`config.mk`:
```
export PLATFORM = sky130hd
export DESIGN_NAME = hls_activity_monitor_flat
export DESIGN_NICKNAME = d
export VERILOG_FILES = /design/src/rtl/hls_activity_monitor_if.sv /design/src/rtl/hls_activity_monitor.sv /design/src/flat_wrapper.sv
export SDC_FILE = /design/constraint.sdc
export NUM_CORES = 1
export LEC_CHECK = 0
export BUFFER_PORTS_ARGS = -buffer_cell sky130_fd_sc_hd__buf_2
export CAP_MARGIN = 20
export CORE_MARGIN = 2
export CORE_UTILIZATION = 50
export DETAILED_ROUTE_END_ITERATION = 7
export GPL_ROUTABILITY_DRIVEN = 0
export GPL_TIMING_DRIVEN = 0
export PLACE_DENSITY = 0.73
export SLEW_MARGIN = 20
export SYNTH_ARGS = -nofsm -noshare
export SYNTH_HDL_FRONTEND = slang
export SYNTH_SLANG_ARGS = --single-unit
```
`constraint.sdc`:
```
create_clock -name clock -period 2.54 [get_ports clock]
set_input_delay 0.508 -clock clock [delete_from_list [all_inputs] [get_ports clock]]
set_output_delay 0.508 -clock clock [all_outputs]
set_load 0.02 [all_outputs]
```
`src/rtl/hls_activity_monitor_if.sv`:
```
// Handshake bundle of the monitored HLS block and its loop.
interface hls_activity_monitor_if;
  logic ap_start;
  logic ap_ready;
  logic ap_done;
  logic ap_continue;
  logic loop_start;
  logic loop_ready;
  logic loop_done;
  logic loop_continue;

  // Driver side (the monitored block, or a testbench standing in for it)
  modport master (
    output ap_start, ap_ready, ap_done, ap_continue,
    output loop_start, loop_ready, loop_done, loop_continue
  );

  // Observer side (the activity monitor)
  modport slave (
    input ap_start, ap_ready, ap_done, ap_continue,
    input loop_start, loop_ready, loop_done, loop_continue
  );
endinterface

```
`src/rtl/hls_activity_monitor.sv`:
```
// Activity monitor for one HLS block (ap_ctrl_hs) and one of its loops.
// Counts transactions, latency, loop invocations, iterations and stalls.
// All counters saturate and freeze permanently once finish is seen.
module hls_activity_monitor #(
  parameter int unsigned STATE_W = 1,
  parameter int unsigned CNT_W   = 32
) (
  input  logic                clock,
  input  logic                reset,
  input  logic                finish,
  hls_activity_monitor_if.slave hs,
  input  logic [STATE_W-1:0]  cur_state,
  input  logic [STATE_W-1:0]  iter_start_state,
  input  logic [STATE_W-1:0]  iter_end_state,
  input  logic [STATE_W-1:0]  quit_state,
  input  logic                iter_start_block,
  input  logic                iter_end_block,
  input  logic                quit_block,
  input  logic                iter_start_enable,
  input  logic                iter_end_enable,
  input  logic                quit_enable,
  input  logic                quit_at_end,
  output logic                mod_busy,
  output logic [CNT_W-1:0]    mod_start_cnt,
  output logic [CNT_W-1:0]    mod_done_cnt,
  output logic [CNT_W-1:0]    mod_last_lat,
  output logic                loop_active,
  output logic [CNT_W-1:0]    loop_inv_cnt,
  output logic [CNT_W-1:0]    loop_iter_cnt,
  output logic [CNT_W-1:0]    loop_last_trip,
  output logic [CNT_W-1:0]    loop_stall_cnt,
  output logic                frozen
);

  typedef enum logic {M_IDLE = 1'b0, M_BUSY = 1'b1} mod_state_e;
  typedef enum logic {L_IDLE = 1'b0, L_RUN  = 1'b1} loop_state_e;

  localparam logic [CNT_W-1:0] CNT_MAX = '1;
  localparam logic [CNT_W-1:0] CNT_ONE = CNT_W'(1);

  // Saturating increment shared by every counter
  function automatic logic [CNT_W-1:0] sat_inc(input logic [CNT_W-1:0] v);
    return (v == CNT_MAX) ? v : v + CNT_ONE;
  endfunction

  mod_state_e       mod_state_q,  mod_state_d;
  loop_state_e      loop_state_q, loop_state_d;
  logic [CNT_W-1:0] start_cnt_q,  start_cnt_d;
  logic [CNT_W-1:0] done_cnt_q,   done_cnt_d;
  logic [CNT_W-1:0] lat_q,        lat_d;
  logic [CNT_W-1:0] last_lat_q,   last_lat_d;
  logic [CNT_W-1:0] trip_q,       trip_d;
  logic [CNT_W-1:0] inv_cnt_q,    inv_cnt_d;
  logic [CNT_W-1:0] iter_cnt_q,   iter_cnt_d;
  logic [CNT_W-1:0] last_trip_q,  last_trip_d;
  logic [CNT_W-1:0] stall_cnt_q,  stall_cnt_d;
  logic             frozen_q,     frozen_d;

  // loop_ready carries no information the monitor needs
  logic loop_ready_unused;
  assign loop_ready_unused = hs.loop_ready;

  logic             start_evt, done_evt, mod_busy_now;
  logic [CNT_W-1:0] cur_lat;
  logic             loop_run, iter_end_evt, quit_evt, iter_inc, loop_end, stall_evt;
  logic [CNT_W-1:0] trip_now;

  // Event decode for the current cycle
  always_comb begin
    start_evt    = hs.ap_start & hs.ap_ready;
    done_evt     = hs.ap_done & hs.ap_continue;
    mod_busy_now = (mod_state_q == M_BUSY);
    // Inclusive cycle count of the transaction as of this cycle
    cur_lat      = start_evt ? CNT_ONE : sat_inc(lat_q);

    loop_run     = (loop_state_q == L_RUN);
    iter_end_evt = (cur_state == iter_end_state) & ~iter_end_block & iter_end_enable & loop_run;
    quit_evt     = (cur_state == quit_state) & ~quit_block & quit_enable &
                   hs.loop_done & hs.loop_continue & loop_run;
    // A quit only closes an iteration when it coincides with the final iteration end
    iter_inc     = iter_end_evt | (quit_evt & quit_at_end);
    loop_end     = loop_run & hs.loop_done & hs.loop_continue;
    stall_evt    = loop_run & (cur_state == iter_start_state) & iter_start_block & iter_start_enable;
    trip_now     = iter_inc ? sat_inc(trip_q) : trip_q;
  end

  // Next-state for both FSMs and all counters; everything holds while frozen
  always_comb begin
    mod_state_d  = mod_state_q;
    loop_state_d = loop_state_q;
    start_cnt_d  = start_cnt_q;
    done_cnt_d   = done_cnt_q;
    lat_d        = lat_q;
    last_lat_d   = last_lat_q;
    trip_d       = trip_q;
    inv_cnt_d    = inv_cnt_q;
    iter_cnt_d   = iter_cnt_q;
    last_trip_d  = last_trip_q;
    stall_cnt_d  = stall_cnt_q;
    frozen_d     = frozen_q | finish;

    if (!frozen_q) begin
      if (start_evt) start_cnt_d = sat_inc(start_cnt_q);
      if (done_evt)  done_cnt_d  = sat_inc(done_cnt_q);
      if (done_evt && (mod_busy_now || hs.ap_start)) last_lat_d = cur_lat;

      case (mod_state_q)
        M_IDLE:  if (hs.ap_start && !done_evt) mod_state_d = M_BUSY;
        M_BUSY:  if (done_evt && !hs.ap_start) mod_state_d = M_IDLE;
        default: mod_state_d = M_IDLE;
      endcase
      lat_d = (mod_state_d == M_BUSY) ? cur_lat : '0;

      if (iter_inc)  iter_cnt_d  = sat_inc(iter_cnt_q);
      if (stall_evt) stall_cnt_d = sat_inc(stall_cnt_q);
      trip_d = trip_now;

      case (loop_state_q)
        L_IDLE: begin
          if (hs.loop_start) begin
            loop_state_d = L_RUN;
            trip_d       = '0;
          end
        end
        L_RUN: begin
          if (loop_end) begin
            inv_cnt_d   = sat_inc(inv_cnt_q);
            last_trip_d = trip_now;
            if (hs.loop_start) begin
              trip_d = '0;
            end else begin
              loop_state_d = L_IDLE;
            end
          end
        end
        default: loop_state_d = L_IDLE;
      endcase
    end
  end

  // State register with synchronous active-low reset
  always_ff @(posedge clock) begin
    if (!reset) begin
      mod_state_q  <= M_IDLE;
      loop_state_q <= L_IDLE;
      start_cnt_q  <= '0;
      done_cnt_q   <= '0;
      lat_q        <= '0;
      last_lat_q   <= '0;
      trip_q       <= '0;
      inv_cnt_q    <= '0;
      iter_cnt_q   <= '0;
      last_trip_q  <= '0;
      stall_cnt_q  <= '0;
      frozen_q     <= 1'b0;
    end else begin
      mod_state_q  <= mod_state_d;
      loop_state_q <= loop_state_d;
      start_cnt_q  <= start_cnt_d;
      done_cnt_q   <= done_cnt_d;
      lat_q        <= lat_d;
      last_lat_q   <= last_lat_d;
      trip_q       <= trip_d;
      inv_cnt_q    <= inv_cnt_d;
      iter_cnt_q   <= iter_cnt_d;
      last_trip_q  <= last_trip_d;
      stall_cnt_q  <= stall_cnt_d;
      frozen_q     <= frozen_d;
    end
  end

  assign mod_busy       = (mod_state_q == M_BUSY);
  assign mod_start_cnt  = start_cnt_q;
  assign mod_done_cnt   = done_cnt_q;
  assign mod_last_lat   = last_lat_q;
  assign loop_active    = (loop_state_q == L_RUN);
  assign loop_inv_cnt   = inv_cnt_q;
  assign loop_iter_cnt  = iter_cnt_q;
  assign loop_last_trip = last_trip_q;
  assign loop_stall_cnt = stall_cnt_q;
  assign frozen         = frozen_q;

endmodule

```
`src/flat_wrapper.sv`:
```
// flat-port wrapper written by rule: the top's interface ports become plain ports
module hls_activity_monitor_flat 
#(
  parameter int unsigned STATE_W = 1,
  parameter int unsigned CNT_W   = 32
)
  (clock, reset, finish, cur_state, iter_start_state, iter_end_state, quit_state, iter_start_block, iter_end_block, quit_block, iter_start_enable, iter_end_enable, quit_enable, quit_at_end, mod_busy, mod_start_cnt, mod_done_cnt, mod_last_lat, loop_active, loop_inv_cnt, loop_iter_cnt, loop_last_trip, loop_stall_cnt, frozen, hs_ap_start, hs_ap_ready, hs_ap_done, hs_ap_continue, hs_loop_start, hs_loop_ready, hs_loop_done, hs_loop_continue);
  hls_activity_monitor_if hs_i ();
  input  logic clock;
  input  logic reset;
  input  logic finish;
  input  logic [STATE_W-1:0] cur_state;
  input  logic [STATE_W-1:0] iter_start_state;
  input  logic [STATE_W-1:0] iter_end_state;
  input  logic [STATE_W-1:0] quit_state;
  input  logic iter_start_block;
  input  logic iter_end_block;
  input  logic quit_block;
  input  logic iter_start_enable;
  input  logic iter_end_enable;
  input  logic quit_enable;
  input  logic quit_at_end;
  output logic mod_busy;
  output logic [CNT_W-1:0] mod_start_cnt;
  output logic [CNT_W-1:0] mod_done_cnt;
  output logic [CNT_W-1:0] mod_last_lat;
  output logic loop_active;
  output logic [CNT_W-1:0] loop_inv_cnt;
  output logic [CNT_W-1:0] loop_iter_cnt;
  output logic [CNT_W-1:0] loop_last_trip;
  output logic [CNT_W-1:0] loop_stall_cnt;
  output logic frozen;
  input wire logic [$bits(hs_i.ap_start)-1:0] hs_ap_start;
  input wire logic [$bits(hs_i.ap_ready)-1:0] hs_ap_ready;
  input wire logic [$bits(hs_i.ap_done)-1:0] hs_ap_done;
  input wire logic [$bits(hs_i.ap_continue)-1:0] hs_ap_continue;
  input wire logic [$bits(hs_i.loop_start)-1:0] hs_loop_start;
  input wire logic [$bits(hs_i.loop_ready)-1:0] hs_loop_ready;
  input wire logic [$bits(hs_i.loop_done)-1:0] hs_loop_done;
  input wire logic [$bits(hs_i.loop_continue)-1:0] hs_loop_continue;
  assign hs_i.ap_start = hs_ap_start;
  assign hs_i.ap_ready = hs_ap_ready;
  assign hs_i.ap_done = hs_ap_done;
  assign hs_i.ap_continue = hs_ap_continue;
  assign hs_i.loop_start = hs_loop_start;
  assign hs_i.loop_ready = hs_loop_ready;
  assign hs_i.loop_done = hs_loop_done;
  assign hs_i.loop_continue = hs_loop_continue;
  hls_activity_monitor #(.STATE_W(STATE_W), .CNT_W(CNT_W)) u_core (.clock(clock), .reset(reset), .finish(finish), .hs(hs_i), .cur_state(cur_state), .iter_start_state(iter_start_state), .iter_end_state(iter_end_state), .quit_state(quit_state), .iter_start_block(iter_start_block), .iter_end_block(iter_end_block), .quit_block(quit_block), .iter_start_enable(iter_start_enable), .iter_end_enable(iter_end_enable), .quit_enable(quit_enable), .quit_at_end(quit_at_end), .mod_busy(mod_busy), .mod_start_cnt(mod_start_cnt), .mod_done_cnt(mod_done_cnt), .mod_last_lat(mod_last_lat), .loop_active(loop_active), .loop_inv_cnt(loop_inv_cnt), .loop_iter_cnt(loop_iter_cnt), .loop_last_trip(loop_last_trip), .loop_stall_cnt(loop_stall_cnt), .frozen(frozen));
endmodule
```
==> results by group <==
Run status
  – Status: complete, no violations

Setup path
  – Crit end category: flop
  – CP Launch Type: flop
  – Critical Path AT: 2.85 ns
  – FF-to-FF Start: u_core.loop_stall_cnt[1]
  – Crit-path max FO: 10
  – CP required: 2.96 ns
  – Critical path startpoint: u_core.loop_stall_cnt[1]
  – Crit Path Class: reg -> reg

Synth
  – Register bit total from synthesis: 291
  – Synth warnings: 0
  – Simple-gate share of the synthesized area: 28.0%
  – Top FF cell, synth: dfxtp_1
  – Yosys top cell area share: 41.5%
  – Mux contribution to synthesized area: 0.714%
  – XOR/XNOR Fraction of Synth Area: 11.1%
  – Synth top area cells: dfxtp_1 42%, xor2_1 5.9%, xnor2_1 5.2%
  – Most frequent cell after synthesis: dfxtp_1
  – Post-synth EDFFs: 0
  – Distinct cell type count of the synthesized netlist: 66
  – Synthesized area per cell: 8.21 um^2
  – Post-synthesis cell area: 14000 um^2
  – Yosys top cell by area: dfxtp_1
  – Largest family of logic cells by synthesized area: simple AND/OR/NAND/NOR gates
  – List of most frequent post-synthesis cells: 291 x dfxtp_1, 178 x nor2_1, 155 x nand2_1, 125 x o21ai_0, 102 x a21oi_1
  – Synth Instances: 1709
  – Ys async rst share: 0%
  – Synth Area in Compound Gates: 14.6%
  – Register area share after synthesis: 41.5%
  – Post-Syn Nets: 1738
  – Adder-cell area share of the yosys netlist: 0.696%

GRT
  – Overall routing resource usage: 26.6%
  – Gr ovfl total: 0
  – First-pass GRT wire length: 64100 um
  – Vias in the first global route: 12700
  – Antenna violations before repair: 3
  – Largest net degree at the start of global routing: 15

Power
  – VDD IR max: 423 uV
  – Static Leak: 6.49 nW
  – Power per Cell Area: 570 nW/um^2

Route
  – Total Wirelength: 41100 um
  – Vias: 13800
  – WL per Instance: 17.2 um
  – Iter 0 DRT Violations: 1088
  – Remaining routing DRC violations: 0
  – Via density: 5.79
  – Routed Antenna Nets: 0
  – Drt pass-1 iters: 6

Layout
  – Final Non-Filler Cells: 2393
  – FF+latch area: 5830 um^2
  – Area of the multi-input gates: 7950 um^2
  – Synth-to-layout area growth: 21.9%
  – Final instance area: 17100 um^2
  – Layout cells sized above 1: 19.0%
  – Final net count: 2021
  – Fill cells: 2503

Floorplan
  – Starting Density: 50.6%
  – Io pins: 249
  – Die span in x: 171 um
  – Core area: 27700 um^2
  – Die ar.: 29400 um^2
  – # rows: 61
  – Die Height: 171 um

Place
  – Placed Instances: 2333
  – Detailed Place HPWL: 29300 um
  – Area of placed instances: 15700 um^2
  – PortBufs: 246

Clock network
  – CTS tree: done
  – CTS buffer count: 31
  – Post-CTS Hold Fix Bufs: 0
  – Clk buf depth: 3
  – H-tree levels: 1
  – Latest clock arrival within the worst-skew pair: 0.55 ns
  – Root Driver: clkbuf_16
  – Clk pin slew, worst setup/hold paths: 0.06 ns
  – Clk sinks: 291

STA
  – Final count of hold timing violations: 0
  – Relative max-transition margin: 50.6%
  – Setup-failing EPs final: 0
  – WHS: 0.178 ns
  – Max Slew Vio Count: 0
  – Worst Max-Slew Pin Slew: 0.734 ns
  – Clock Skew: 0.0166 ns
  – Fmax: 0.411 GHz
  – RSZ-0062 raised after global routing: yes
  – Final min period: 2.44 ns
  – Period utilisation layout: 95.9%

Flow run
  – Max cap viols: 0

Min path
  – Hold crit path type: in -> reg
  – Min-delay src: finish
[where the power goes]
group	internal, W	switching (W)	leakage (nW)
combinational	0.000118	0.000308	3.63
clock	0.00285	0.00184	0.521
sequential	0.00460	0.0000308	2.35
total	0.00757	0.00218	6.49
[registers in the layout, indices dropped and copies added (netlist names)]
name	count
u_core.trip_q	32
u_core.mod_done_cnt	32
u_core.loop_stall_cnt	32
u_core.lat_q	32
u_core.mod_start_cnt	32
u_core.mod_last_lat	32
u_core.loop_active	1
u_core.loop_inv_cnt	32
u_core.loop_last_trip	32
u_core.mod_busy	1
u_core.frozen	1
u_core.loop_iter_cnt	32
[per-layer routing]
layer / vias to the layer above / track usage [%] / routed length, um
li1: 6706 / - / -
met2: 491 / 44.3 / 19300
met5: - / 0 / 0
met3: 81 / 3.91 / 2790
met4: 0 / 10.2 / 1250
met1: 6571 / 34.8 / 17800
[final timing paths]
check                                            endpoint  slack [ns]  cells after the start
worst max-delay path            u_core.loop_stall_cnt[31]        0.10                      8
worst max register to register  u_core.loop_stall_cnt[31]        0.10                      8
worst min-delay path                        u_core.frozen        0.18                      3
worst min register to register    u_core.mod_last_lat[17]        0.45                      2
[final cells by class]
type | instances | area share [%]
sequential | 291 | 34.1
antenna | 3 | 0.0439
inverter | 28 | 0.615
timing repair buffer | 255 | 7.60
buffer | 87 | 2.13
clock buffer | 43 | 5.27
multi-input combinational | 1298 | 46.5
clock inverter | 10 | 0.915
tap | 378 | 2.77
[cells by family after synthesis]
group / count (synthesis)
simple gates: 756
compound gates: 346
flops: 291
xor+xnor: 178
buf+inv: 120
mux: 10
fa+ha+maj: 8
[through the flow]
stage | total power (W) | setup WS (ns) | utilization (%) | TNS, ns
4_1_cts | 0.00981 | 0.00683 | 60.9 | 0
6_report | 0.00975 | 0.104 | 61.7 | 0
2_1_floorplan | 0.00497 | 0.136 | - | 0
5_1_grt | 0.0100 | -0.0458 | 61.7 | -0.131
3_5_place_dp | 0.00514 | -0.462 | 56.8 | -18.80
3_3_place_gp | 0.00513 | -0.340 | 56.8 | -13.43
[worst max-delay path, stage by stage (launching register included)]
cell      delay [ns]
dfxtp_1         0.43
ha_1            0.30
inv_1           0.09
or4_1           0.60
o211ai_1        0.29
buf_2           0.27
nor3_1          0.08
xnor2_1         0.19
nor2_1          0.06
[cell usage in the layout, fill, tap and decap left out, drive strengths merged, types with 4 or more instances in the layout]
cell type  instances
nand2            155
nor2             178
nor4              19
nand3            101
clkbuf           119
nor3              40
nand4b             8
a21o               8
buf              266
o31ai             13
xor2              94
mux2i             10
o21a               8
and3              32
or3               49
a22o               4
or4                7
nand4             86
inv               28
and2              21
a21oi            103
and4              27
nand2b            12
xnor2             84
a211oi             8
bufinv             4
nor3b              6
o211ai             7
a31oi             36
o21ai            128
dfxtp            291
ha                 7
clkinv             5
a2111oi            8
or2                5
[timing repair]
item,4_1_cts,5_1_grt
gates cloned,0,0
buffers inserted,2,7
setup endpoints to repair,108,137
pin swaps,0,6
gates resized for setup,20,52
(Power assumes the default switching activity.)
